==> src/rtl/hazard_pkg.sv <==
// rtl/hazard_pkg.sv - shared constants for the hazard scoreboard
//
// Purpose: default widths, the hard-wired zero register index and the
// producer latencies per operation class.
// Ports: none (package).
package hazard_pkg;

  localparam int DEF_REG_ADDR_W = 5;
  localparam int DEF_LAT_W      = 3;
  localparam int DEF_CNT_W      = 16;

  localparam int ZERO_REG = 0;

  // Cycles until a producer's result can be forwarded to a consumer in ID.
  localparam int LAT_ALU  = 0;
  localparam int LAT_LOAD = 1;
  localparam int LAT_MUL  = 3;
  localparam int LAT_DIV  = 7;

  typedef enum logic [1:0] {
    OP_ALU,
    OP_LOAD,
    OP_MUL,
    OP_DIV
  } opClassE;

  function automatic int latFor(opClassE op);
    case (op)
      OP_LOAD: return LAT_LOAD;
      OP_MUL:  return LAT_MUL;
      OP_DIV:  return LAT_DIV;
      default: return LAT_ALU;
    endcase
  endfunction

endpackage

==> src/rtl/hazard_sb_entry.sv <==
// rtl/hazard_sb_entry.sv - one countdown register of the hazard scoreboard
//
// Purpose: tracks how many cycles remain before one register's pending
// result becomes forwardable.
// Ports:
//   clk      in   clock, rising edge
//   rstN     in   asynchronous reset, active-low
//   load     in   start a new countdown from loadVal
//   loadVal  in   new countdown value
//   hold     in   freeze the count (pipeline frozen)
//   pending  out  count is nonzero
//   count    out  remaining cycles
module hazard_sb_entry #(
  parameter int LAT_W = 3
) (
  input  logic             clk,
  input  logic             rstN,
  input  logic             load,
  input  logic [LAT_W-1:0] loadVal,
  input  logic             hold,
  output logic             pending,
  output logic [LAT_W-1:0] count
);

  // Hold beats load: a frozen pipeline accepts nothing. Load beats the
  // decrement so a re-issued producer restarts its full latency.
  always_ff @(posedge clk or negedge rstN) begin
    if (!rstN) begin
      count <= '0;
    end else if (hold) begin
      count <= count;
    end else if (load) begin
      count <= loadVal;
    end else if (count != '0) begin
      count <= count - 1'b1;
    end
  end

  assign pending = (count != '0);

endmodule

==> src/rtl/hazard_scoreboard.sv <==
// rtl/hazard_scoreboard.sv - ID-stage issue/stall decision with latency scoreboard
//
// Purpose: per-register countdown of in-flight results; stalls the ID
// instruction on RAW (rs/rt) or WAW (rd) against a pending entry.
// Ports:
//   clk_i            in   clock
//   rst_i            in   asynchronous reset, active-low
//   issue_valid_i    in   ID holds a valid instruction
//   issue_rs_i/rt_i  in   source registers
//   issue_rs_used_i  in   instruction reads rs
//   issue_rt_used_i  in   instruction reads rt
//   issue_wr_en_i    in   instruction writes rd
//   issue_rd_i       in   destination register
//   issue_lat_i      in   producer latency
//   freeze_i         in   external pipeline freeze
//   flush_i          in   ID instruction squashed
//   PC_Write_o       out  PC may update
//   IFID_Write_o     out  IF/ID may update
//   MUX8_o           out  inject bubble into ID/EX
//   stall_cnt_o      out  saturating hazard stall-cycle count
//   busy_o           out  any entry pending
module hazard_scoreboard
  import hazard_pkg::*;
#(
  parameter int REG_ADDR_W = DEF_REG_ADDR_W,
  parameter int NUM_REGS   = 2 ** REG_ADDR_W,
  parameter int LAT_W      = DEF_LAT_W,
  parameter int CNT_W      = DEF_CNT_W
) (
  input  logic                  clk_i,
  input  logic                  rst_i,
  input  logic                  issue_valid_i,
  input  logic [REG_ADDR_W-1:0] issue_rs_i,
  input  logic [REG_ADDR_W-1:0] issue_rt_i,
  input  logic                  issue_rs_used_i,
  input  logic                  issue_rt_used_i,
  input  logic                  issue_wr_en_i,
  input  logic [REG_ADDR_W-1:0] issue_rd_i,
  input  logic [LAT_W-1:0]      issue_lat_i,
  input  logic                  freeze_i,
  input  logic                  flush_i,
  output logic                  PC_Write_o,
  output logic                  IFID_Write_o,
  output logic                  MUX8_o,
  output logic [CNT_W-1:0]      stall_cnt_o,
  output logic                  busy_o
);

  logic [LAT_W-1:0]      remVec [NUM_REGS];
  logic [NUM_REGS-1:0]   pendVec;
  logic [REG_ADDR_W-1:0] zeroReg;
  logic                  hazA, hazB, hazC;
  logic                  hazard;
  logic                  freezeEff;
  logic                  accept;
  logic [CNT_W-1:0]      stallCnt;

  assign zeroReg = REG_ADDR_W'(ZERO_REG);

  // Register 0 is hard-wired: never pending, no storage.
  assign remVec[0]  = '0;
  assign pendVec[0] = 1'b0;

  for (genvar r = 1; r < NUM_REGS; r++) begin : g_entry
    hazard_sb_entry #(
      .LAT_W(LAT_W)
    ) u_entry (
      .clk     (clk_i),
      .rstN    (rst_i),
      .load    (accept & issue_wr_en_i & (issue_rd_i == REG_ADDR_W'(r))),
      .loadVal (issue_lat_i),
      .hold    (freeze_i),
      .pending (pendVec[r]),
      .count   (remVec[r])
    );
  end

  assign hazA = issue_rs_used_i & (issue_rs_i != zeroReg) & (remVec[issue_rs_i] != '0);
  assign hazB = issue_rt_used_i & (issue_rt_i != zeroReg) & (remVec[issue_rt_i] != '0);
  assign hazC = issue_wr_en_i   & (issue_rd_i != zeroReg) & (remVec[issue_rd_i] != '0);

  assign hazard = issue_valid_i & ~flush_i & (hazA | hazB | hazC);
  assign accept = issue_valid_i & ~flush_i & ~hazard & ~freeze_i;

  // While reset is asserted the outputs must read as "free-running", even
  // if the memory system happens to be holding freeze high.
  assign freezeEff = freeze_i & rst_i;

  always_comb begin
    PC_Write_o   = 1'b1;
    IFID_Write_o = 1'b1;
    MUX8_o       = 1'b0;
    if (freezeEff) begin
      PC_Write_o   = 1'b0;
      IFID_Write_o = 1'b0;
      MUX8_o       = 1'b0;
    end else begin
      PC_Write_o   = ~hazard;
      IFID_Write_o = ~hazard;
      MUX8_o       = hazard;
    end
  end

  always_ff @(posedge clk_i or negedge rst_i) begin
    if (!rst_i) begin
      stallCnt <= '0;
    end else if (hazard && !freeze_i && (stallCnt != '1)) begin
      stallCnt <= stallCnt + CNT_W'(1);
    end
  end

  assign stall_cnt_o = stallCnt;
  assign busy_o      = |pendVec;

endmodule

==> config.mk <==
export PLATFORM = sky130hd
export DESIGN_NAME = hazard_scoreboard
export DESIGN_NICKNAME = d
export VERILOG_FILES = /design/src/rtl/hazard_pkg.sv /design/src/rtl/hazard_sb_entry.sv /design/src/rtl/hazard_scoreboard.sv
export SDC_FILE = /design/constraint.sdc
export NUM_CORES = 1
export LEC_CHECK = 0
export CORE_UTILIZATION = 40
export DETAILED_ROUTE_END_ITERATION = 6
export SLEW_MARGIN = 5
export SYNTH_ARGS = -nofsm -noshare
export SYNTH_HDL_FRONTEND = slang
export SYNTH_SLANG_ARGS = --single-unit
==> constraint.sdc <==
create_clock -name clk_i -period 6.2 [get_ports clk_i]
set_clock_uncertainty 0.15 [all_clocks]
set_input_delay 1.24 -clock clk_i [delete_from_list [all_inputs] [get_ports clk_i]]
set_output_delay 1.24 -clock clk_i [all_outputs]
set_load 0.02 [all_outputs]
[Word-level counts from Yosys, hierarchy flattened]
Index checks and enable logic that the tools add are counted.
Operators by class
  add/subtract/negate cells: 32
  multipliers: 0
  div/mod/pow operators: 0
  order comparisons: 3
  equality and inequality tests: 32
  shift operators: 0
  muxes and demuxes: 73
  bitwise operators: 51
  reduce and logical (&&, ||, !) cells: 103
Operator list (number)
  $mux 3: 68
  $reduce_bool 3->1: 34
  $sub 3x1->3 const B: 31
  $eq 5x5->1 const B: 16
  $reduce_and 2->1: 31
  $reduce_bool 2->1: 31
  $bmux 3 s5: 3
  $and 1x1->1: 43
  $eq 5x4->1 const B: 8
  $reduce_or 31->1: 1
  $eq 5x3->1 const B: 4
  $ge 6x6->1 const B: 3
  $not 5->6: 3
  $add 16x1->16 const B: 1
  $ne 16x16->1 const B: 1
  $reduce_bool 5->1: 3
  $eq 5x2->1 const B: 2
  $eq 5x1->1 const B: 1
  $not 1->1: 3
  $logic_and 1x1->1: 2
  $mux 1: 2
  $or 1x1->1: 2
  $logic_not 1->1: 1
Storage, ports and cells
  bits in registers: 109
  latch bits: 0
  RAM bits: 0
  ROM bits: 0
  input port bits: 26
  output and inout bits: 20
  logic and storage cells: 326
  memories kept: 0

[Logic depth before layout (Yosys ltp)]
  depth after elaboration: 16
  depth in mapped cells: 13
  gate-level depth less buffers: 8

[Hierarchy]
From an unflattened synthesis, not the netlist that was laid out.
Unflattened totals
  cell total of the unflattened synthesis: 1008
  area total of the unflattened synthesis: 9039.9 um2
Modules (own cells, without submodules)
  hazard_sb_entry: instances 31, cells an instance 21, area each 211.5 um2, sequential area each 75.1 um2
  hazard_scoreboard: instances 1, cells an instance 357, area each 2484.9 um2, sequential area each 400.4 um2

[Worst setup path after synthesis]
OpenSTA, ideal clock, no wires.
  path type: input -> output
  start: input port issue_rs_i[1]
  end: output port PC_Write_o
  data arrival time: 3868 ps
  required time: 4810 ps
  path slack: 942 ps
  cell stages on the path: 13
  buffers on the path: 5
  cell sequence: buf_2 buf_2 nor3_1 a21oi_1 mux4_2 o211a_2 a22oi_4 and2_4 buf_6 buf_6 nor2_1 a21oi_1 buf_4
On the way
  word-level cells in the longest chain between the ends: 11
  elaborated cells between the ends (all ways): 13
  those cells by class: mux (4); bitwise (7); reduce/logical (2)
RTL lines
  start, declared: RTL line hazard_scoreboard.sv:33  | input logic [REG_ADDR_W-1:0] issue_rs_i,
  $not 5->6 (not written as such): RTL line hazard_scoreboard.sv:78  | assign hazA = issue_rs_used_i & (issue_rs_i != zeroReg) & (remVec[issue_rs_i] != '0);
  $bmux 3 s5: RTL line hazard_scoreboard.sv:78
  $mux 3 (not written as such) (2 in series): RTL line hazard_scoreboard.sv:78
  $reduce_bool 3->1: RTL line hazard_scoreboard.sv:78
  $and 1x1->1 *: RTL line hazard_scoreboard.sv:78
  $or 1x1->1 * (2 in series): RTL line hazard_scoreboard.sv:82  | assign hazard = issue_valid_i & ~flush_i & (hazA | hazB | hazC);
  $and 1x1->1 *: RTL line hazard_scoreboard.sv:82
  $not 1->1 *
  $mux 1 *
  end, declared: RTL line hazard_scoreboard.sv:42  | output logic PC_Write_o,
Every way passes the cells marked *; elsewhere a longest branch is shown, timed or not. The select of a mux whose other input is x is not followed.

[Worst setup path after layout]
  start: input port issue_rd_i[1]
  end: output port PC_Write_o
On the way
  word-level cells in the longest chain between the ends: 10
  elaborated cells between the ends (all ways): 12
  those cells by class: mux (4); bitwise (6); reduce/logical (2)
RTL lines
  start, declared: RTL line hazard_scoreboard.sv:38  | input logic [REG_ADDR_W-1:0] issue_rd_i,
  $not 5->6 (not written as such): RTL line hazard_scoreboard.sv:80  | assign hazC = issue_wr_en_i & (issue_rd_i != zeroReg) & (remVec[issue_rd_i] != '0);
  $bmux 3 s5: RTL line hazard_scoreboard.sv:80
  $mux 3 (not written as such) (2 in series): RTL line hazard_scoreboard.sv:80
  $reduce_bool 3->1: RTL line hazard_scoreboard.sv:80
  $and 1x1->1 *: RTL line hazard_scoreboard.sv:80
  $or 1x1->1 *: RTL line hazard_scoreboard.sv:82
  $and 1x1->1 *: RTL line hazard_scoreboard.sv:82
  $not 1->1 *: RTL line hazard_scoreboard.sv:98  | PC_Write_o = ~hazard;
  $mux 1 *: RTL line hazard_scoreboard.sv:93  | if (freezeEff) begin
Marked as above.

==> out/qor.yml <==
global_route:
  grt_start_max_net_pins: 55
  first_pass_grt_wire_length_um: 47500
  first_global_vias: 8176
  track_usage: 0.262
  globalRoute.totalOverflow: 0
  grt_antenna_before_repair: 0
yosys:
  postSynth.asyncResetShare: 1.00
  synth_top_cells_by_area: "sky130_fd_sc_hd__dfrtp_1 30%, sky130_fd_sc_hd__ha_1 8.7%, sky130_fd_sc_hd__nand2_1 4.7%"
  post_synthesis_cell_type_count: 74
  synth_area_um2: 9020
  dominant_synthesized_flop_cell: "sky130_fd_sc_hd__dfrtp_1"
  leading_cell_type_by_number_of_instances_after_synthesis: "sky130_fd_sc_hd__nand2_1"
  postSynthNetCount: 1169
  post_synth_inst_count: 1080
  ys_seq_elements: 109
  seq_area_frac_synth: 0.302
  avgSynthCellArea_um2: 8.36
  synth-edff-count: 0
  proportion_of_netlist_area_held_by_the_largest_area_contributor: 0.302
  yosysWarnings: 0
  netlist.top_cell.by_area: "sky130_fd_sc_hd__dfrtp_1"
  synth_top_cells_by_count: "113 x sky130_fd_sc_hd__nand2_1, 109 x sky130_fd_sc_hd__dfrtp_1, 72 x sky130_fd_sc_hd__inv_1, 70 x sky130_fd_sc_hd__nor3_1, 64 x sky130_fd_sc_hd__nor2_1"
setup_path:
  timing.setup.critical_path_class: "in2out"
  cp_top_family: "buffers and inverters"
  crit_path_cell_chain: "clkdlybuf4s50_1 > buf_4 > nor4_1 > a2111oi_0 > nor4_1 > o221ai_1 > a22oi_4 > and2_4 > nor2_1 > a21oi_1 > clkdlybuf4s50_1"
  crit_arrival_ns: 4.39
  ff2ff_path_depth: 9
  category_of_the_worst_setup_path_launch_point: "primary input"
  worstReg2RegStart: "g_entry[10].u_entry.count[1]"
  worst_path_max_delay_cell: "sky130_fd_sc_hd__clkdlybuf4s50_1"
  crit-reg2reg-capture: "g_entry[24].u_entry.count[2]"
  worst_setup_path_end_kind: "primary output"
  cp_slowest_stage_delay_ns: 0.63
  worst-path-max-fanout: 19
  setup.reg_to_reg.worst_slack_ns: 1.92
  critical_path_required_ns: 4.81
  worst-path-buf-inv: 3
final_layout:
  final_design_area_no_fill_um2: 10000
  layout.filler_cells: 2140
  post_route_cells_drive_above_1_share: 0.0784
  area_growth_pct: 10.8
  layout.cells.non_filler: 1377
  final_nets: 1181
  antenna_cells: 0
route:
  initialDrtViolationCount: 737
  antenna_violating_nets_post_route: 0
  drt_pre_antenna_iters: 7
  vias: 8724
  drt_wl_total_um: 29800
  route.detailed.vias_per_inst: 6.34
  wl_per_instance_um: 21.6
  route.detailed.drc: 4
sta:
  worst_slew_margin_rel: 0.174
  finalHoldWorstSlack_ns: 0.357
  report.final.slew_viol_count: 0
  time_the_final_worst_path_needs_with_i_o_delays_and_setup_ns: 5.78
  min_period_over_period: 0.932
  setup_repair_after_global_routing_missed_its_margin: "no"
  setup_violations: 0
  fin_setup_tns_ns: 0
  max_clock_freq_ghz: 0.173
  final_worst_slack_ns: 0.423
  timing_worst_slew_pin_value_ns: 1.23
  timing_hold_violations_final: 0
floorplan:
  die_height_um: 152
  rows: 54
  floorplan.core_area_um2: 22000
  die-width_um: 152
  die_area_um2: 23200
  io_pins: 46
  initial_core_util: 0.411
hold_path:
  hold_depth: 1
  min-delay-start: "stall_cnt_o[8]"
  hold_path_end: "stall_cnt_o[8]"
  hold_path.class: "reg2reg"
clocking:
  cts_tree: "built"
  clock_tree.buffer_depth: 2
  cts_root_buf: "sky130_fd_sc_hd__clkbuf_16"
  clock_sink_count: 109
  cts.reportedPaths.clkPinSlew_ns: 0.09
  worstSkewPairLatency_ns: 0.38
  h-tree-depth: 3
  post_cts.resized_instances: 0
  cts_buffers: 9
  cts_hold_repair.buffers: 0
  post_cts_buffers: 0
power:
  vdd_drop_max_uv: 156
  power_density_nw_per_um2: 400
  total_leakage_power_uw: 0.00410
status:
  failed_checks: "design-rule violations"
  outcome: "finished, violations left"
placement:
  placement.cell_area_um2: 9680
  post-place-cells: 1361
  dpl_worst_slack_ns: 0.479
  place_congestion: 0.959
  port-buffer-count: 45
  detailedPlacementHpwl_um: 20900
run:
  max_cap_viol_count: 0
[flip-flops by register name, indices dropped and copies added, names as in the netlist]
| signal | count |
|---|---|
| g_entry.u_entry.count | 93 |
| stall_cnt_o | 16 |
[per-layer routing]
metal	GRT usage	wire, µm	vias to the layer above	share of wire
met5	0	0	-	0
met4	0.0879	780	0	0.026
met3	0.0415	1910	61	0.064
met2	0.412	13700	308	0.46
met1	0.367	13500	4245	0.45
li1	-	-	4110	-
[per-stage QoR]
step / total power [µW] / utilization
floorplan: 2800 / -
global placement: 3320 / 0.441
detailed placement: 3360 / 0.441
CTS: 3990 / 0.455
global route: 4360 / 0.455
finish: 4000 / 0.455
[worst reg2reg max path: stages, from the launching register on]
cell and delay (ns):
sky130_fd_sc_hd__dfrtp_1 0.41, sky130_fd_sc_hd__nor3_1 0.64, sky130_fd_sc_hd__a2111oi_0 0.25, sky130_fd_sc_hd__nor4_1 0.38, sky130_fd_sc_hd__o221ai_1 0.27, sky130_fd_sc_hd__a22oi_4 0.25, sky130_fd_sc_hd__buf_4 0.51, sky130_fd_sc_hd__nand2_4 0.53
sky130_fd_sc_hd__or4_1 0.71, sky130_fd_sc_hd__nand3_1 0.11
[cell usage in the layout (no fill, tap or decap), drive strengths merged, types with 38 or more instances in the layout]
cell,Yosys,layout
nand2,114,114
nor3,70,70
nor2,64,64
ha,63,63
dfrtp,109,109
clkdlybuf4s50,0,43
inv,72,76
a21oi,59,59
o21ai,38,38
[layout make-up]
cell class | instances | area [µm²] | share of cell area
Clock inverter | 7 | 86.3 | 0.00864
Sequential cell | 109 | 2730 | 0.273
Timing Repair Buffer | 69 | 636 | 0.0636
Tap cell | 280 | 350 | 0.0350
Clock buffer | 9 | 225 | 0.0225
Inverter | 72 | 270 | 0.0270
Multi-Input combinational cell | 831 | 5700 | 0.570
[how the worst max path moves through the flow]
stage                  startpoint      endpoint  slack, ns  depth (start not counted)
floorplan           issue_rs_i[1]    PC_Write_o       0.94                         13
global placement    issue_rs_i[1]  IFID_Write_o       0.54                         10
detailed placement  issue_rs_i[0]    PC_Write_o       0.48                         10
CTS                 issue_rs_i[0]    PC_Write_o       0.47                         10
global route        issue_rd_i[3]        MUX8_o       0.26                          9
finish              issue_rd_i[1]    PC_Write_o       0.42                         11
[where the power goes]
part	switching, µW	internal (µW)	leakage (µW)
Clock	329	293	0.000153
Combinational	1090	800	0.00264
Sequential	460	1030	0.00131
Total	1880	2120	0.00410
[cell families after synthesis]
logic type	after synthesis	synth area share
muxes	17	0.0301
and+or+nand+nor	468	0.284
AOI/OAI and AO/OA	268	0.213
xor gates and xnor gates	15	0.0146
DFF	109	0.302
adders and majority gates	63	0.0873
buffers and inverters	140	0.0681
No activity file was read; power rests on OpenSTA's default activity.
==> RTL change, RTL diff (same settings) <==
Set the package constant `DEF_CNT_W` to 20 (it was 16).
--- a/src/rtl/hazard_pkg.sv
+++ b/src/rtl/hazard_pkg.sv
@@ -8,5 +8,5 @@
   localparam int DEF_REG_ADDR_W = 5;
   localparam int DEF_LAT_W      = 3;
-  localparam int DEF_CNT_W      = 16;
+  localparam int DEF_CNT_W      = 20;
 
   localparam int ZERO_REG = 0;
Ports: changed (resized stall_cnt_o); port bits go from 46 to 50. No check against the original RTL was run, so the function may have changed too.
==> RTL change against the unedited design <==
Setup slack lost 0.21 ns; routed wire length is 7.3% higher; register-to-register slack improved by 0.51 ns; design area grew 9.1%; sequential cell count up 4; core utilization is 2.1 points higher; area after synthesis rose by 4.5%; power increased by 15%; largest cell class unchanged; highest routed layer unchanged.
==> RTL change: results (changes against the unedited design) <==
Parameter                              Value

STA
  Slew of the pin with the lowest slew margin ... 0.902 ns (was 1.23 ns)

Final layout
  Post-layout nets ... 1247 (was 1181)
  Fillers ... 2192 (was 2140)
  Fraction of final layout cells sized beyond drive strength 1 ... 0.0811 (was 0.0784)

Setup path
  Reg-to-reg critical path endpoint ... g_entry[28].u_entry.count[2]$_DFFE_PN0P_ (was g_entry[24].u_entry.count[2]$_DFFE_PN0P_)
  Worst reg2reg startpoint ... g_entry[15].u_entry.count[2]$_DFFE_PN0P_ (was g_entry[10].u_entry.count[1]$_DFFE_PN0P_)
  Setup slack on the worst flop-to-flop path ... 2.43 ns (was 1.92 ns)
  Data arrival time of the critical path ... 4.60 ns (was 4.39 ns)
  Largest fanout on the critical path ... 10 (was 19)
  Length in cells of the worst reg-to-reg path ... 8 (was 9)

CTS
  Number of gates resized after CTS ... 0 (unchanged)
  TritonCTS Buffers ... 17 (was 9)
  Clk Latency, worst-skew pair ... 0.44 ns (was 0.38 ns)
  Clock slew seen by the registers of the worst setup and hold paths ... 0.06 ns (was 0.09 ns)
  Sink Count ... 113 (was 109)
  H-tree levels ... 4 (was 3)

Placed design
  Placer Congestion ... 1.02 (was 0.959)
  Number of input and output port buffers inserted ... 49 (was 45)
  HPWL Detailed ... 22.3 mm (was 20.9 mm)
  Worst Setup Slack post-DPL ... 0.225 ns (was 0.479 ns)

Power and ir drop
  Leakage ... 4.54 nW (was 4.10 nW)
  VDD IR max ... 0.205 mV (was 0.156 mV)
  Psw ... 1.97 mW (was 1.88 mW)

Logic synthesis
  Top cells by area, synth ... dfrtp_1 30%, ha_1 8.4%, a21oi_1 5.5% (was dfrtp_1 30%, ha_1 8.7%, nand2_1 4.7%)
  Part of the Yosys area used for sequential elements ... 0.300 (was 0.302)
  Synthesized area per cell ... 8.31 um2 (was 8.36 um2)
  Cell variety after synth ... 73 (was 74)
  Post-synth top cells ... 113 x dfrtp_1, 104 x a21oi_1, 90 x nand2_1, 72 x inv_1, 65 x nor2_1 (was 113 x nand2_1, 109 x dfrtp_1, 72 x inv_1, 70 x nor3_1, 64 x nor2_1)

Hold path
  Worst Hold End ... stall_cnt_o[12]$_DFFE_PN0P_ (was stall_cnt_o[8]$_DFFE_PN0P_)
  Hold wc startpoint ... stall_cnt_o[12]$_DFFE_PN0P_ (was stall_cnt_o[8]$_DFFE_PN0P_)

Global route
  Total routing resource utilization after global routing ... 0.269 (was 0.262)
  First-pass GRT wire length ... 49.8 mm (was 47.5 mm)
  Maximum number of pins on one net before global-route repair ... 65 (was 55)
  Antenna violations before repair ... 0 (unchanged)

Route
  Count of routing violations after the opening detailed-route iteration ... 888 (was 737)
  Drt wl/cell ... 21.5 um (was 21.6 um)
  Via count ... 9311 (was 8724)

Outcome
  Run status ... finished, final reports clean (was finished with violations)
-- RTL change: per-stage QoR --
stage,cell area (um2),util,hold WS [ns],instances,power [mW]
CTS,10900,0.476,0.341,1484,4.58
detailed placement,10300,0.448,0.333,1452,3.48
global route,10900,0.476,0.365,1484,4.95
floorplan,9430,-,0.361,1135,2.86
global placement,10300,0.448,0.337,1452,3.46
finish,10900,0.476,0.344,1485,4.61
-- RTL change: layer usage --
metal,part of all wire,vias to the layer above,global-route usage
li1,-,4340,-
met1,0.44,4493,0.367
met2,0.45,404,0.407
met3,0.082,74,0.0633
met4,0.032,0,0.107
met5,0,-,0
-- RTL change: worst max-delay path: cells and delay by family --
kind,cells,cell delay (ns)
AND/OR/NAND/NOR,3,0.53
multiplexers,1,0.52
buffers and inverters,3,1.55
AO/OA/AOI/OAI,2,0.76
-- RTL change: power by group through the flow --
| stage | combinational (mW) | clock [mW] | sequential, mW |
|---|---|---|---|
| 2_1_floorplan | 1.51 | 0 | 1.34 |
| 3_3_place_gp | 1.95 | 0 | 1.51 |
| 3_5_place_dp | 1.97 | 0 | 1.50 |
| 4_1_cts | 2.00 | 1.09 | 1.50 |
| 5_1_grt | 2.26 | 1.13 | 1.56 |
| 6_report | 2.01 | 1.09 | 1.51 |
-- RTL change: worst max-delay path by stage --
stage	start	to	slack (ns)	cells past startpoint
finish	issue_rd_i[1]	MUX8_o	0.21	9
global route	issue_rd_i[1]	MUX8_o	0.09	9
CTS	issue_rd_i[1]	MUX8_o	0.24	9
detailed placement	issue_rd_i[1]	MUX8_o	0.22	9
global placement	issue_rd_i[1]	MUX8_o	0.28	9
floorplan	issue_rs_i[1]	PC_Write_o	1.08	11
-- RTL change: cell families (layout without fill, tap and decap cells) --
family	Yosys count	in the layout	share of synthesized area
AOI/OAI and AO/OA	332	332	0.247
muxes	21	21	0.0403
buffers and inverters	147	183	0.0637
xor gates and xnor gates	19	19	0.0176
DFF	113	113	0.300
other	0	1	0
adders and majority gates	63	63	0.0836
and+or+nand+nor	440	440	0.248
-- RTL change: cell type report --
class                   instances  area share
inverters                      73      0.0251
well taps                     313      0.0359
diodes                          1    0.000230
multi-input cells             875       0.554
clock inverters                 9      0.0140
clock buffers                  23      0.0448
flip-flops and latches        113       0.259
repair buffers                 78      0.0666
